[src/rtl/ip_update_pkg.sv]
// ip_update_pkg: arbitration mode encodings and pointer sizing shared by the arbiter files.
package ip_update_pkg;
  localparam int MODE_FIXED = 0;
  localparam int MODE_RR = 1;
  function automatic int ptr_width(input int n);
    return n > 1 ? $clog2(n) : 1;
  endfunction
endpackage

[src/rtl/rr_select.sv]
// rr_select: one-hot winner, lowest index at or after p (cyclic) in round robin, lowest index otherwise.
module rr_select
  import ip_update_pkg::*;
#(
  parameter int CHANNELS = 2,
  parameter int PW = ptr_width(CHANNELS)
) (
  input  logic [CHANNELS-1:0] req,
  input  logic [PW-1:0]       p,
  input  logic                mode,
  output logic [CHANNELS-1:0] winner
);
  logic [CHANNELS-1:0] upper, pick;
  // Requests at or above p win first; if none, wrap around to the full request set.
  always_comb begin
    upper = mode ? req & ~((CHANNELS'(1) << p) - CHANNELS'(1)) : req;
    pick = |upper ? upper : req;
    winner = pick & (~pick + CHANNELS'(1));
  end
endmodule

[src/rtl/ip_update_arbiter.sv]
// ip_update_arbiter: arbitrates per-channel writes to a shared instruction pointer and counts disagreeing updates.
module ip_update_arbiter
  import ip_update_pkg::*;
#(
  parameter int CHANNELS = 2,
  parameter int WIDTH = 2,
  parameter int MODE = MODE_FIXED,
  parameter int CWIDTH = 8,
  parameter logic [WIDTH-1:0] RESET_IP = '0
) (
  input  logic                      clock,
  input  logic                      reset,
  input  logic [CHANNELS-1:0]       req,
  input  logic [CHANNELS*WIDTH-1:0] value,
  output logic [WIDTH-1:0]          ip,
  output logic [CHANNELS-1:0]       grant,
  output logic                      updated,
  output logic                      conflict,
  output logic [CWIDTH-1:0]         conflicts
);
  localparam int PW = ptr_width(CHANNELS);
  logic [PW-1:0] p, widx, next_p;
  logic [CHANNELS-1:0] winner;
  logic [WIDTH-1:0] wval;
  logic diff;
  rr_select #(.CHANNELS(CHANNELS), .PW(PW)) u_sel (
    .req(req),
    .p(p),
    .mode(MODE == MODE_RR),
    .winner(winner)
  );
  // A conflict is any requester whose value differs from the winner's.
  always_comb begin
    widx = '0;
    wval = '0;
    diff = 1'b0;
    for (int i = 0; i < CHANNELS; i++)
      if (winner[i]) begin
        widx = PW'(i);
        wval = value[i*WIDTH +: WIDTH];
      end
    for (int i = 0; i < CHANNELS; i++)
      if (req[i] && value[i*WIDTH +: WIDTH] != wval) diff = 1'b1;
    next_p = (widx == PW'(CHANNELS - 1)) ? '0 : widx + PW'(1);
  end
  always_ff @(posedge clock or posedge reset)
    if (reset) begin
      ip <= RESET_IP;
      grant <= '0;
      updated <= 1'b0;
      conflict <= 1'b0;
      conflicts <= '0;
      p <= '0;
    end else begin
      grant <= winner;
      updated <= |req;
      conflict <= diff;
      if (|req) ip <= wval;
      if (|req && MODE == MODE_RR) p <= next_p;
      if (diff && conflicts != '1) conflicts <= conflicts + CWIDTH'(1);
    end
endmodule

[config.mk]
export PLATFORM = sky130hd
export DESIGN_NAME = ip_update_arbiter
export DESIGN_NICKNAME = d
export VERILOG_FILES = /design/src/rtl/ip_update_pkg.sv /design/src/rtl/rr_select.sv /design/src/rtl/ip_update_arbiter.sv
export SDC_FILE = /design/constraint.sdc
export NUM_CORES = 1
export LEC_CHECK = 0
export BUFFER_PORTS_ARGS = -buffer_cell sky130_fd_sc_hd__buf_2
export CAP_MARGIN = 40
export CORE_ASPECT_RATIO = 1.5
export CORE_MARGIN = 4
export CORE_UTILIZATION = 30
export CTS_CLUSTER_DIAMETER = 200
export DETAILED_ROUTE_END_ITERATION = 12
export GPL_ROUTABILITY_DRIVEN = 0
export PLACE_DENSITY = 0.55
export SETUP_SLACK_MARGIN = 0.02
export SYNTH_ARGS = -nofsm -noshare
export SYNTH_HDL_FRONTEND = slang
export SYNTH_SLANG_ARGS = --single-unit
[constraint.sdc]
create_clock -name clock -period 1.95 [get_ports clock]
set_clock_uncertainty 0.15 [all_clocks]
set_input_delay 0.39 -clock clock [delete_from_list [all_inputs] [get_ports clock]]
set_output_delay 0.39 -clock clock [all_outputs]
set_load 0.05 [all_outputs]
==> flow_summary.html, run 1 <==
<table>
<tr><th>Metric</th><th>Value</th></tr>
<tr><th colspan="2">Status</th></tr>
<tr><td>Result of the run</td><td>finished with violations</td></tr>
<tr><td>Violations in the final reports</td><td>hold timing</td></tr>
<tr><th colspan="2">Drt</th></tr>
<tr><td>TritonRoute pass-1 iters</td><td>4</td></tr>
<tr><td>Via count of the routed design</td><td>roughly 500</td></tr>
<tr><td>Number of design rule violations left after detail routing</td><td>0</td></tr>
<tr><td>Routed WL</td><td>~1.3 mm</td></tr>
<tr><td>Initial DRC count</td><td>10</td></tr>
<tr><td>Routed length per placed instance</td><td>12.22 µm</td></tr>
<tr><td>Vias per Instance</td><td>4.817</td></tr>
<tr><td>Post-detailed-route count of antenna-violating nets</td><td>0</td></tr>
<tr><th colspan="2">CTS</th></tr>
<tr><td>Post-CTS repair timing setup buffer count</td><td>0</td></tr>
<tr><td>CTS clock-pin slew for the worst setup and hold paths</td><td>0.08 ns</td></tr>
<tr><td>CTS-repair resized insts</td><td>0</td></tr>
<tr><td>H-tree depth</td><td>1</td></tr>
<tr><td>Clock sink count</td><td>14</td></tr>
<tr><td>Clock root buffer</td><td>sky130_fd_sc_hd__clkbuf_4</td></tr>
<tr><td>Worst skew pair latency</td><td>roughly 0.28 ns</td></tr>
<tr><td>Hold bufs inserted after CTS</td><td>0</td></tr>
<tr><td>CTS tree</td><td>done</td></tr>
<tr><td>Number of buffers inserted during clock tree synthesis</td><td>3</td></tr>
<tr><td>Clock Tree Buf Depth</td><td>2</td></tr>
<tr><th colspan="2">Critical path</th></tr>
<tr><td>Worst setup EP type</td><td>flip-flop</td></tr>
<tr><td>Startpoint of the lowest-slack register-to-register path</td><td>conflicts[0]$_DFFE_PP0P_</td></tr>
<tr><td>Category of the critical setup timing path</td><td>reg2reg</td></tr>
<tr><td>Worst path arrival time</td><td>roughly 1.7 ns</td></tr>
<tr><td>End of the worst register-to-register path</td><td>conflicts[1]$_DFFE_PP0P_</td></tr>
<tr><td>Internal reg-to-reg setup slack</td><td>0.23 ns</td></tr>
<tr><td>Critical path startpoint category</td><td>flip-flop</td></tr>
<tr><td>Maximum fanout along the worst path</td><td>5</td></tr>
<tr><td>CP required</td><td>1.97 ns</td></tr>
<tr><td>Worst reg-to-reg path cell count</td><td>5</td></tr>
<tr><th colspan="2">Power</th></tr>
<tr><td>Total power divided by cell area</td><td>between 1000 and 1500 nW/µm²</td></tr>
<tr><td>Static Leakage</td><td>0.0004075 µW</td></tr>
<tr><td>Power spent charging and discharging nets</td><td>approximately 480 µW</td></tr>
<tr><td>Combinational fraction of design power</td><td>41.9%</td></tr>
<tr><td>Worst-case vdd ir drop</td><td>905.9 µV</td></tr>
<tr><td>Relative contribution of sequential cells to total power</td><td>38.9%</td></tr>
<tr><td>Clock network fraction of total power</td><td>approximately a fifth</td></tr>
<tr><td>Net switching share of the total power</td><td>between 40 and 50%</td></tr>
<tr><td>Power Internal</td><td>595.6 µW</td></tr>
<tr><th colspan="2">Floorplan</th></tr>
<tr><td>Horizontal die dimension</td><td>45.99 µm</td></tr>
<tr><td>Die area</td><td>2988 µm²</td></tr>
<tr><td>Boundary pin count</td><td>22</td></tr>
<tr><td>Number of standard-cell rows in the floorplan</td><td>20</td></tr>
<tr><td>Vertical die dimension</td><td>64.98 µm</td></tr>
<tr><td>Core Region</td><td>2052 µm²</td></tr>
<tr><td>Starting density of the core</td><td>31.65%</td></tr>
<tr><th colspan="2">Logic synthesis</th></tr>
<tr><td>Top area cells in the synthesized netlist</td><td>sky130_fd_sc_hd__dfrtp_1 54%, sky130_fd_sc_hd__nand2_1 4.6%, sky130_fd_sc_hd__a31oi_1 3.9%, sky130_fd_sc_hd__mux2_1 3.5%, sky130_fd_sc_hd__mux2i_1 3.1%</td></tr>
<tr><td>Avg Inst Size Synth</td><td>11.39 µm²</td></tr>
<tr><td>Post-synth net total</td><td>66</td></tr>
<tr><td>Post-synthesis cell type count</td><td>23</td></tr>
<tr><td>Most used DFF post-synth</td><td>sky130_fd_sc_hd__dfrtp_1</td></tr>
<tr><td>Post-synthesis register bit count</td><td>14</td></tr>
<tr><td>Synthesized area</td><td>649.4 µm²</td></tr>
<tr><td>Number of enable flip-flop cells after synthesis</td><td>0</td></tr>
<tr><td>Sequential share of the synthesized area</td><td>a little over half</td></tr>
<tr><td>Asr flop ratio synth</td><td>100.0%</td></tr>
<tr><td>Leading cell types by count after synthesis</td><td>14 x sky130_fd_sc_hd__dfrtp_1, 8 x sky130_fd_sc_hd__nand2_1, 4 x sky130_fd_sc_hd__a31oi_1</td></tr>
<tr><td>Yosys top cell by area</td><td>sky130_fd_sc_hd__dfrtp_1</td></tr>
<tr><td>Library cell with the highest instance count after synthesis</td><td>sky130_fd_sc_hd__dfrtp_1</td></tr>
<tr><td>YS warnings</td><td>0</td></tr>
<tr><td>Cell count after synthesis</td><td>between 50 and 60</td></tr>
<tr><td>Area fraction of the dominant cell type after synthesis</td><td>53.95%</td></tr>
<tr><th colspan="2">GRT</th></tr>
<tr><td>First-pass GRT wire length</td><td>2.201 mm</td></tr>
<tr><td>Total Routing Usage GR</td><td>10.23%</td></tr>
<tr><td>Initial antenna violation count</td><td>0</td></tr>
<tr><td>Largest net degree at the start of global routing</td><td>15</td></tr>
<tr><td>Vias in the first global route</td><td>495</td></tr>
<tr><td>Total gr overflow</td><td>0</td></tr>
<tr><th colspan="2">Final layout</th></tr>
<tr><td>Layout cell share with drive strength beyond 1</td><td>41.46%</td></tr>
<tr><td>Nets</td><td>92</td></tr>
<tr><td>Layout fillers</td><td>~220</td></tr>
<tr><td>Total area of sequential cells</td><td>352.8 µm²</td></tr>
<tr><td>Final instance count without filler cells</td><td>104</td></tr>
<tr><td>Antenna fix cells</td><td>0</td></tr>
<tr><td>Syn-to-layout area delta</td><td>25.82%</td></tr>
<tr><td>Multi-input combinational cell area</td><td>about 280 µm²</td></tr>
<tr><th colspan="2">Timing</th></tr>
<tr><td>Final critical-path required period</td><td>1.716 ns</td></tr>
<tr><td>Number of hold violations in the final report</td><td>14</td></tr>
<tr><td>Unrepaired setup endpoints after global routing</td><td>no</td></tr>
<tr><td>Maximum frequency from static timing analysis</td><td>a little under 600 MHz</td></tr>
<tr><td>Slew Viols, Final</td><td>0</td></tr>
<tr><td>Tightest hold margin</td><td>-0.01818 ns</td></tr>
<tr><td>Fin crit share</td><td>88.00%</td></tr>
<tr><td>Slew at the pin closest to its max-slew limit</td><td>0.5196 ns</td></tr>
<tr><td>Final-report setup violation count</td><td>0</td></tr>
<tr><td>Max_slew headroom</td><td>65.32%</td></tr>
<tr><td>Setup TNS</td><td>0 ns</td></tr>
<tr><th colspan="2">Placed design</th></tr>
<tr><td>Final HPWL from detailed placement</td><td>966 µm</td></tr>
<tr><td>I/O Buffers</td><td>21</td></tr>
<tr><td>Dpl cells</td><td>100</td></tr>
<tr><th colspan="2">Run</th></tr>
<tr><td>Reported max-cap violation count</td><td>0</td></tr>
<tr><th colspan="2">Hold path</th></tr>
<tr><td>Worst Hold Class</td><td>in2async</td></tr>
</table>
## sequential cells by signal, indices dropped and copies added, names as in the netlist
register,cells
conflicts,8
grant,2
ip,2
conflict,1
updated,1
## power by group through the flow
stage / registers, µW / logic [µW] / clock network (µW)
6_report: 417 / 449 / 207
2_1_floorplan: 625 / 139 / 0
3_3_place_gp: 422 / 453 / 0
5_1_grt: 431 / 484 / 232
3_5_place_dp: 422 / 453 / 0
4_1_cts: 417 / 454 / 215
## worst max path at each step
stage / start / end / slack [ns] / depth (start not counted)
4_1_cts: conflicts[0]$_DFFE_PP0P_ / conflicts[1]$_DFFE_PP0P_ / 0.23 / 5
3_5_place_dp: value[0] / conflicts[1]$_DFFE_PP0P_ / 0.21 / 5
6_report: conflicts[0]$_DFFE_PP0P_ / conflicts[1]$_DFFE_PP0P_ / 0.23 / 5
5_1_grt: conflicts[0]$_DFFE_PP0P_ / conflicts[1]$_DFFE_PP0P_ / 0.12 / 5
2_1_floorplan: conflicts[3]$_DFFE_PP0P_ / conflicts[1]$_DFFE_PP0P_ / 0.07 / 4
3_3_place_gp: value[2] / conflicts[1]$_DFFE_PP0P_ / 0.24 / 5
## per-stage QoR
step           power (µW)  util [%]  cell area, µm²  worst slack (ns)
2_1_floorplan       764.7         -           651.9           0.07418
3_3_place_gp        874.6     38.05           780.7            0.2383
3_5_place_dp        875.2     38.05           780.7            0.2136
4_1_cts              1085     39.82           817.0            0.2312
5_1_grt              1147     39.82           817.0            0.1199
6_report             1073     39.82           817.0            0.2341
## placed cells by master (no fill, tap or decap), types with 2 or more instances in the layout
cell type,synthesis,layout
sky130_fd_sc_hd__nand4_1,3,3
sky130_fd_sc_hd__mux2i_1,2,2
sky130_fd_sc_hd__dfrtp_2,0,2
sky130_fd_sc_hd__clkbuf_4,0,3
sky130_fd_sc_hd__nor2b_1,2,2
sky130_fd_sc_hd__xnor2_1,2,2
sky130_fd_sc_hd__dfrtp_1,14,12
sky130_fd_sc_hd__buf_2,0,21
sky130_fd_sc_hd__inv_1,2,2
sky130_fd_sc_hd__nand2_1,8,8
sky130_fd_sc_hd__mux2_1,2,2
sky130_fd_sc_hd__a31oi_1,4,4
sky130_fd_sc_hd__o21ai_0,3,3
sky130_fd_sc_hd__a41oi_1,2,2
sky130_fd_sc_hd__a21oi_1,2,2
## routing by layer
layer / track usage (%) / up-vias / share of wire, %
li1: - / 253 / -
met1: 11.56 / 232 / 41
met2: 15.69 / 12 / 51
met3: 2.778 / 4 / 5.7
met4: 7.473 / 0 / 3.0
met5: 0 / - / 0
## layout make-up
class                           count  share of cell area [%]
Sequential cell                    14                   43.19
Multi-Input combinational cell     40                   34.30
Timing Repair Buffer               22                   13.78
Clock buffer                        4                   4.441
Tap cell                           22                   3.369
Inverter                            2                  0.9188
## logic make-up (layout without fill, tap and decap cells)
kind of cell             Yosys count  in the layout  share of synthesized area, %
adder cells (fa/ha/maj)            1              1                         1.926
multiplexers                       6              6                         10.60
AO/OA/AOI/OAI                     12             12                         11.75
buffers and inverters              3             28                         2.890
flip-flops                        14             14                         53.95
XOR/XNOR                           3              3                         4.047
AND/OR/NAND/NOR                   18             18                         14.84
## worst max-delay path: stages, from the launching register on
cell	delay (ns)
sky130_fd_sc_hd__dfrtp_2	0.43
sky130_fd_sc_hd__ha_1	0.23
sky130_fd_sc_hd__and2_1	0.20
sky130_fd_sc_hd__nand4_1	0.13
sky130_fd_sc_hd__and2_4	0.17
sky130_fd_sc_hd__mux2_4	0.29
(Power assumes the default switching activity.)
==> inputs of run 2 (changes only) <==
==> constraint.sdc (replaced) <==
create_clock -name clock -period 1.72 [get_ports clock]
set_clock_uncertainty 0.15 [all_clocks]
set_input_delay 0.344 -clock clock [delete_from_list [all_inputs] [get_ports clock]]
set_output_delay 0.344 -clock clock [all_outputs]
set_load 0.05 [all_outputs]
==> run 2 against run 1 <==
Wire length is 3.5% higher. Die area stayed put. Worst hold slack improved by 0.17 ns. Maximum frequency grew 7.8%. The flow now finishes without violations. Final area increased by 5.5%. Via count rose by 5.8%. Setup slack got worse by 0.11 ns. Final cell count rose by 2.9%. Sequential share of layout area is 1.7 points lower. Sequential power is 18% higher. Register-to-register slack worse by 0.11 ns. Clock power rose by 14%.
==> flow_summary.html, run 2 (synthesized netlist as in run 1, its figures left out) <==
<table>
<tr><th>Metric</th><th>Value</th></tr>
<tr><th colspan="2">Status</th></tr>
<tr><td>Result of the run</td><td>finished clean</td></tr>
<tr><th colspan="2">Hold path</th></tr>
<tr><td>Number of instances on the worst hold path</td><td>3</td></tr>
<tr><td>Worst Hold Class</td><td>in2reg</td></tr>
<tr><th colspan="2">GRT</th></tr>
<tr><td>Met2 Use GR</td><td>16.55%</td></tr>
<tr><td>Total Routing Usage GR</td><td>10.86%</td></tr>
<tr><td>Vias in the first global route</td><td>512</td></tr>
<tr><td>GRT met3 Usage</td><td>1.667%</td></tr>
<tr><td>First-pass GRT wire length</td><td>2.339 mm</td></tr>
<tr><td>Largest net degree at the start of global routing</td><td>15</td></tr>
<tr><td>Initial antenna violation count</td><td>0</td></tr>
<tr><td>M1 GR Usage</td><td>13.39%</td></tr>
<tr><td>Most used routing layer in global routing</td><td>met2</td></tr>
<tr><td>Total gr overflow</td><td>0</td></tr>
<tr><th colspan="2">Final layout</th></tr>
<tr><td>Commonest cells after routing, fill and taps aside</td><td>21 x sky130_fd_sc_hd__buf_2, 8 x sky130_fd_sc_hd__nand2_1, 8 x sky130_fd_sc_hd__dfrtp_1</td></tr>
<tr><td>Layout fillers</td><td>210</td></tr>
<tr><td>Total area of sequential cells</td><td>357.8 µm²</td></tr>
<tr><td>Leading registers by flop count</td><td>conflicts (8), grant (2), ip (2)</td></tr>
<tr><td>Max reg flops</td><td>8</td></tr>
<tr><td>Register with the highest flop count</td><td>conflicts</td></tr>
<tr><td>Most common library cell in the layout ignoring fill and taps</td><td>sky130_fd_sc_hd__buf_2</td></tr>
<tr><td>Antenna fix cells</td><td>0</td></tr>
<tr><td>Multi-input combinational cell area</td><td>295.3 µm²</td></tr>
<tr><td>Layout cell share with drive strength beyond 1</td><td>a little under 50%</td></tr>
<tr><td>Syn-to-layout area delta</td><td>32.76%</td></tr>
<tr><td>Nets</td><td>95</td></tr>
<tr><th colspan="2">CTS</th></tr>
<tr><td>Clock root buffer</td><td>sky130_fd_sc_hd__clkbuf_4</td></tr>
<tr><td>Clock sink count</td><td>14</td></tr>
<tr><td>Number of buffers inserted during clock tree synthesis</td><td>3</td></tr>
<tr><td>CTS clock-pin slew for the worst setup and hold paths</td><td>0.09 ns</td></tr>
<tr><td>Worst skew pair latency</td><td>0.28 ns</td></tr>
<tr><td>Clock Tree Buf Depth</td><td>2</td></tr>
<tr><td>Post-CTS repair timing setup buffer count</td><td>0</td></tr>
<tr><td>CTS tree</td><td>done</td></tr>
<tr><td>H-tree depth</td><td>1</td></tr>
<tr><th colspan="2">Drt</th></tr>
<tr><td>Routed WL</td><td>roughly 1.3 mm</td></tr>
<tr><td>Vias per Instance</td><td>roughly 5.0</td></tr>
<tr><td>Routed length per placed instance</td><td>~12 µm</td></tr>
<tr><td>TritonRoute pass-1 iters</td><td>3</td></tr>
<tr><td>Via count of the routed design</td><td>530</td></tr>
<tr><td>Number of design rule violations left after detail routing</td><td>0</td></tr>
<tr><td>Initial DRC count</td><td>12</td></tr>
<tr><td>Post-detailed-route count of antenna-violating nets</td><td>0</td></tr>
<tr><th colspan="2">Floorplan</th></tr>
<tr><td>Die area</td><td>2988 µm²</td></tr>
<tr><td>Number of standard-cell rows in the floorplan</td><td>20</td></tr>
<tr><td>Horizontal die dimension</td><td>around 46 µm</td></tr>
<tr><td>Boundary pin count</td><td>22</td></tr>
<tr><td>Core Region</td><td>2052 µm²</td></tr>
<tr><td>Starting density of the core</td><td>a little under a third</td></tr>
<tr><td>Vertical die dimension</td><td>64.98 µm</td></tr>
<tr><th colspan="2">Placed design</th></tr>
<tr><td>I/O Buffers</td><td>21</td></tr>
<tr><td>Final HPWL from detailed placement</td><td>989.1 µm</td></tr>
<tr><th colspan="2">Power</th></tr>
<tr><td>Static Leakage</td><td>0.0004182 µW</td></tr>
<tr><td>Worst-case vdd ir drop</td><td>770.0 µV</td></tr>
<tr><td>Total power divided by cell area</td><td>1461 nW/µm²</td></tr>
<tr><th colspan="2">Timing</th></tr>
<tr><td>Slew at the pin closest to its max-slew limit</td><td>approximately 0.52 ns</td></tr>
<tr><td>Final-report setup violation count</td><td>0</td></tr>
<tr><td>Max_slew headroom</td><td>65.29%</td></tr>
<tr><td>Maximum frequency from static timing analysis</td><td>628.5 MHz</td></tr>
<tr><td>Fin crit share</td><td>92.51%</td></tr>
<tr><td>Slew Viols, Final</td><td>0</td></tr>
<tr><td>Unrepaired setup endpoints after global routing</td><td>no</td></tr>
<tr><td>Tightest hold margin</td><td>0.1541 ns</td></tr>
<tr><td>Number of hold violations in the final report</td><td>0</td></tr>
<tr><td>Setup TNS</td><td>0 ns</td></tr>
<tr><td>Final critical-path required period</td><td>approximately 1.6 ns</td></tr>
<tr><th colspan="2">Critical path</th></tr>
<tr><td>Category of the critical setup timing path</td><td>reg2reg</td></tr>
<tr><td>Maximum fanout along the worst path</td><td>5</td></tr>
<tr><td>Critical path startpoint category</td><td>flip-flop</td></tr>
<tr><td>Worst setup EP type</td><td>flip-flop</td></tr>
<tr><td>Worst path arrival time</td><td>1.61 ns</td></tr>
<tr><td>CP required</td><td>1.74 ns</td></tr>
<tr><td>Worst reg-to-reg path cell count</td><td>5</td></tr>
<tr><th colspan="2">Run</th></tr>
<tr><td>Reported max-cap violation count</td><td>0</td></tr>
</table>
==> run 2: changes by cell type in the layout (fill, tap and decap cells not counted) <==
cell                            previous run  this run
sky130_fd_sc_hd__dlygate4sd3_1             0         1
sky130_fd_sc_hd__buf_4                     1         3
sky130_fd_sc_hd__and2_4                    1         2
sky130_fd_sc_hd__ha_4                      0         1
sky130_fd_sc_hd__dfrtp_1                  12         8
sky130_fd_sc_hd__and2_1                    1         0
sky130_fd_sc_hd__dfrtp_2                   2         6
sky130_fd_sc_hd__ha_1                      1         0
==> run 2: cell type report <==
class	instances	share of cell area (%)
repair buffers	25	15.97
inverters	2	0.8708
flip-flops and latches	14	41.51
clock buffers	4	4.209
multi-input cells	40	34.25
well taps	22	3.193
==> run 2: layer usage <==
layer	routed length [µm]	share of wire [%]
met5	0	0
met4	39	3.0
met3	75	5.7
met2	676	51
met1	524	40
==> run 2: critical path, stage by stage (launching register included) <==
cell and delay, ns:
sky130_fd_sc_hd__dfrtp_2 0.45, sky130_fd_sc_hd__ha_4 0.17, sky130_fd_sc_hd__and2_4 0.15, sky130_fd_sc_hd__nand4_1 0.11, sky130_fd_sc_hd__and2_4 0.17, sky130_fd_sc_hd__mux2_4 0.29
==> run 2: what timing repair did <==
item,4_1_cts,5_1_grt
hold buffers,1,0
resized for setup,0,0
hold endpoints to repair,14,0
==> run 2: path summary, 6_finish.rpt <==
path / from / to / slack (ns)
min in group asynchronous: reset / conflicts[6]$_DFFE_PP0P_ / 0.48
worst max register to register: conflicts[0]$_DFFE_PP0P_ / conflicts[1]$_DFFE_PP0P_ / 0.13
worst min-delay path: value[1] / ip[1]$_DFFE_PP0P_ / 0.15
worst min register to register: conflicts[0]$_DFFE_PP0P_ / conflicts[0]$_DFFE_PP0P_ / 0.37
worst max-delay path: conflicts[0]$_DFFE_PP0P_ / conflicts[1]$_DFFE_PP0P_ / 0.13
max in group asynchronous: reset / conflicts[4]$_DFFE_PP0P_ / 0.56
==> run 2: stage by stage <==
step           total power, µW  cell area (µm²)  instances  setup slack [ns]  util, %
2_1_floorplan            905.3            671.9         57         0.0001560        -
3_3_place_gp              1029            815.8        102            0.1031    39.76
3_5_place_dp              1035            815.8        102           0.07163    39.76
4_1_cts                   1279            862.1        107            0.1249    42.01
5_1_grt                   1349            862.1        107           0.08146    42.01
6_report                  1259            862.1        107            0.1289    42.01
==> run 2: report_power, final <==
part | switching (µW) | internal [µW]
clock | 107 | 129
combinational | 362 | 170
sequential | 83.9 | 408
total | 552 | 707
==> inputs of run 3 (changes only) <==
--- a/config.mk
+++ b/config.mk
@@ -13,6 +13,7 @@
 export CTS_CLUSTER_DIAMETER = 200
 export DETAILED_ROUTE_END_ITERATION = 12
 export GPL_ROUTABILITY_DRIVEN = 0
+export HOLD_SLACK_MARGIN = 0.06
 export PLACE_DENSITY = 0.55
 export SETUP_SLACK_MARGIN = 0.02
 export SYNTH_ARGS = -nofsm -noshare
==> constraint.sdc (replaced) <==
create_clock -name clock -period 1.95 [get_ports clock]
set_clock_uncertainty 0.15 [all_clocks]
set_input_delay 0.39 -clock clock [delete_from_list [all_inputs] [get_ports clock]]
set_output_delay 0.39 -clock clock [all_outputs]
set_load 0.05 [all_outputs]
==> run 3 against run 2 <==
Sequential power is 15% lower. Core utilization fell by 1.7 points. Combinational power fell by 15%. Largest power group unchanged. Largest cell class unchanged. Highest routed layer unchanged. Worst hold slack worse by 0.0048 ns.
==> flow_summary.html, run 3 (synthesized netlist as in run 1, its figures left out) <==
<table>
<tr><th>Metric</th><th>Value</th></tr>
<tr><th colspan="2">Status</th></tr>
<tr><td>Result of the run</td><td>finished clean</td></tr>
<tr><th colspan="2">CTS</th></tr>
<tr><td>Worst skew pair latency</td><td>roughly 0.28 ns</td></tr>
<tr><td>Post-CTS repair timing setup buffer count</td><td>0</td></tr>
<tr><td>H-tree depth</td><td>1</td></tr>
<tr><td>Clock sink count</td><td>14</td></tr>
<tr><td>Hold bufs inserted after CTS</td><td>1</td></tr>
<tr><td>CTS tree</td><td>done</td></tr>
<tr><td>CTS clock-pin slew for the worst setup and hold paths</td><td>0.08 ns</td></tr>
<tr><td>Clock root buffer</td><td>sky130_fd_sc_hd__clkbuf_4</td></tr>
<tr><td>Clock Tree Buf Depth</td><td>2</td></tr>
<tr><td>CTS-repair resized insts</td><td>0</td></tr>
<tr><td>Number of buffers inserted during clock tree synthesis</td><td>3</td></tr>
<tr><th colspan="2">Floorplan</th></tr>
<tr><td>Number of standard-cell rows in the floorplan</td><td>20</td></tr>
<tr><td>Vertical die dimension</td><td>64.98 µm</td></tr>
<tr><td>Boundary pin count</td><td>22</td></tr>
<tr><td>Horizontal die dimension</td><td>~46 µm</td></tr>
<tr><td>Die area</td><td>2988 µm²</td></tr>
<tr><td>Starting density of the core</td><td>31.65%</td></tr>
<tr><td>Core Region</td><td>2052 µm²</td></tr>
<tr><th colspan="2">Critical path</th></tr>
<tr><td>Maximum fanout along the worst path</td><td>5</td></tr>
<tr><td>Worst path arrival time</td><td>1.73 ns</td></tr>
<tr><td>CP required</td><td>~2.0 ns</td></tr>
<tr><td>Category of the critical setup timing path</td><td>reg2reg</td></tr>
<tr><td>Cell chain of the critical path</td><td>ha_1 -&gt; and2_1 -&gt; nand4_1 -&gt; and2_4 -&gt; mux2_4</td></tr>
<tr><td>Critical path startpoint category</td><td>flip-flop</td></tr>
<tr><td>Worst setup EP type</td><td>flip-flop</td></tr>
<tr><td>Worst reg-to-reg path cell count</td><td>5</td></tr>
<tr><td>Maximum single-stage delay on the critical path</td><td>0.43 ns</td></tr>
<tr><td>Highest-delay cell along the critical path</td><td>sky130_fd_sc_hd__dfrtp_2</td></tr>
<tr><th colspan="2">Timing</th></tr>
<tr><td>Final critical-path required period</td><td>~1.7 ns</td></tr>
<tr><td>Fin crit share</td><td>88.00%</td></tr>
<tr><td>Final-report setup violation count</td><td>0</td></tr>
<tr><td>Number of hold violations in the final report</td><td>0</td></tr>
<tr><td>Max_slew headroom</td><td>approximately 65%</td></tr>
<tr><td>Slew Viols, Final</td><td>0</td></tr>
<tr><td>Slew at the pin closest to its max-slew limit</td><td>0.5196 ns</td></tr>
<tr><td>Unrepaired setup endpoints after global routing</td><td>no</td></tr>
<tr><td>Setup TNS</td><td>0 ns</td></tr>
<tr><td>Maximum frequency from static timing analysis</td><td>roughly 580 MHz</td></tr>
<tr><td>Tightest hold margin</td><td>0.1493 ns</td></tr>
<tr><th colspan="2">GRT</th></tr>
<tr><td>Vias in the first global route</td><td>between 400 and 500</td></tr>
<tr><td>Total Routing Usage GR</td><td>10.29%</td></tr>
<tr><td>Initial antenna violation count</td><td>0</td></tr>
<tr><td>Total gr overflow</td><td>0</td></tr>
<tr><td>First-pass GRT wire length</td><td>2.214 mm</td></tr>
<tr><td>Largest net degree at the start of global routing</td><td>15</td></tr>
<tr><th colspan="2">Final layout</th></tr>
<tr><td>Antenna fix cells</td><td>0</td></tr>
<tr><td>Nets</td><td>a little over 90</td></tr>
<tr><td>Layout cell share with drive strength beyond 1</td><td>around two fifths</td></tr>
<tr><td>Utilization of the core after routing</td><td>between 40% and 50%</td></tr>
<tr><td>Final instance count without filler cells</td><td>105</td></tr>
<tr><td>Max reg flops</td><td>8</td></tr>
<tr><td>Commonest cells after routing, fill and taps aside</td><td>21 x sky130_fd_sc_hd__buf_2, 12 x sky130_fd_sc_hd__dfrtp_1, 8 x sky130_fd_sc_hd__nand2_1</td></tr>
<tr><td>Multi-input combinational cell area</td><td>280.3 µm²</td></tr>
<tr><td>Layout fillers</td><td>215</td></tr>
<tr><td>Total area of sequential cells</td><td>352.8 µm²</td></tr>
<tr><td>Post-route design area</td><td>approximately 830 µm²</td></tr>
<tr><td>Syn-to-layout area delta</td><td>27.36%</td></tr>
<tr><td>Leading registers by flop count</td><td>conflicts (8), grant (2), ip (2)</td></tr>
<tr><td>Register with the highest flop count</td><td>conflicts</td></tr>
<tr><td>Most common library cell in the layout ignoring fill and taps</td><td>sky130_fd_sc_hd__buf_2</td></tr>
<tr><th colspan="2">Hold path</th></tr>
<tr><td>Number of instances on the worst hold path</td><td>1</td></tr>
<tr><td>Worst Hold Class</td><td>in2reg</td></tr>
<tr><th colspan="2">Drt</th></tr>
<tr><td>Post-detailed-route count of antenna-violating nets</td><td>0</td></tr>
<tr><td>Vias per Instance</td><td>4.790</td></tr>
<tr><td>Routed length per placed instance</td><td>between 10 and 15 µm</td></tr>
<tr><td>Number of design rule violations left after detail routing</td><td>0</td></tr>
<tr><td>Routed WL</td><td>about 1.3 mm</td></tr>
<tr><td>TritonRoute pass-1 iters</td><td>4</td></tr>
<tr><td>Via count of the routed design</td><td>503</td></tr>
<tr><td>Initial DRC count</td><td>10</td></tr>
<tr><th colspan="2">Placed design</th></tr>
<tr><td>Final HPWL from detailed placement</td><td>966 µm</td></tr>
<tr><td>I/O Buffers</td><td>21</td></tr>
<tr><td>Dpl cells</td><td>100</td></tr>
<tr><td>Placed instance area</td><td>780.7 µm²</td></tr>
<tr><th colspan="2">Power</th></tr>
<tr><td>Worst-case vdd ir drop</td><td>905.9 µV</td></tr>
<tr><td>Total power divided by cell area</td><td>~1300 nW/µm²</td></tr>
<tr><td>Clock network fraction of total power</td><td>19.2%</td></tr>
<tr><td>Power spent charging and discharging nets</td><td>477.4 µW</td></tr>
<tr><td>Power Internal</td><td>596.9 µW</td></tr>
<tr><td>Static Leakage</td><td>roughly 0.00041 µW</td></tr>
<tr><td>Net switching share of the total power</td><td>between 40% and 50%</td></tr>
<tr><td>Relative contribution of sequential cells to total power</td><td>38.8%</td></tr>
<tr><td>Combinational fraction of design power</td><td>41.9%</td></tr>
<tr><th colspan="2">Run</th></tr>
<tr><td>Reported max-cap violation count</td><td>0</td></tr>
</table>
==> run 3: cell types whose count changed in the layout (fill, tap and decap cells not counted) <==
cell | before | now
sky130_fd_sc_hd__and2_1 | 0 | 1
sky130_fd_sc_hd__and2_4 | 2 | 1
sky130_fd_sc_hd__buf_4 | 3 | 1
sky130_fd_sc_hd__dfrtp_1 | 8 | 12
sky130_fd_sc_hd__dfrtp_2 | 6 | 2
sky130_fd_sc_hd__ha_1 | 0 | 1
sky130_fd_sc_hd__ha_4 | 1 | 0
==> run 3: final cells by class <==
type	instances	area share (%)
Inverter	2	0.9077
Timing Repair Buffer	23	14.83
Multi-Input combinational cell	40	33.89
Sequential cell	14	42.66
Tap cell	22	3.328
Clock buffer	4	4.387
==> run 3: stage by stage <==
step	total power [µW]	setup WS [ns]
floorplan	764.7	0.07418
global placement	874.6	0.2383
detailed placement	875.2	0.2136
CTS	1087	0.2312
global route	1149	0.1199
finish	1074	0.2341
==> run 3: path summary, 6_finish.rpt <==
| kind | start | end | slack, ns |
|---|---|---|---|
| max | conflicts[0]$_DFFE_PP0P_ | conflicts[1]$_DFFE_PP0P_ | 0.23 |
| min | req[0] | grant[0]$_DFF_PP0_ | 0.15 |
| max reg2reg | conflicts[0]$_DFFE_PP0P_ | conflicts[1]$_DFFE_PP0P_ | 0.23 |
| min reg2reg | conflicts[0]$_DFFE_PP0P_ | conflicts[0]$_DFFE_PP0P_ | 0.34 |
| max in group asynchronous | reset | conflicts[0]$_DFFE_PP0P_ | 0.74 |
| min in group asynchronous | reset | updated$_DFF_PP0_ | 0.53 |
==> run 3: critical path, delay by kind of cell, from the launching register on <==
kind / cells / cell delay (ns)
and+or+nand+nor: 3 / 0.50
DFF: 1 / 0.43
muxes: 1 / 0.29
adders and majority gates: 1 / 0.23
==> run 3: routing by layer <==
metal,up-vias,GRT usage (%),part of all wire (%)
li1,255,-,-
met1,232,11.73,41
met2,12,15.69,50
met3,4,2.778,5.6
met4,0,7.473,3.0
met5,-,0,0
==> run 3: power by group through the flow <==
stage / logic (µW) / clock network [µW] / registers [µW]
global placement: 453 / 0 / 422
CTS: 455 / 215 / 417
finish: 451 / 207 / 417
global route: 486 / 232 / 431
floorplan: 139 / 0 / 625
detailed placement: 453 / 0 / 422
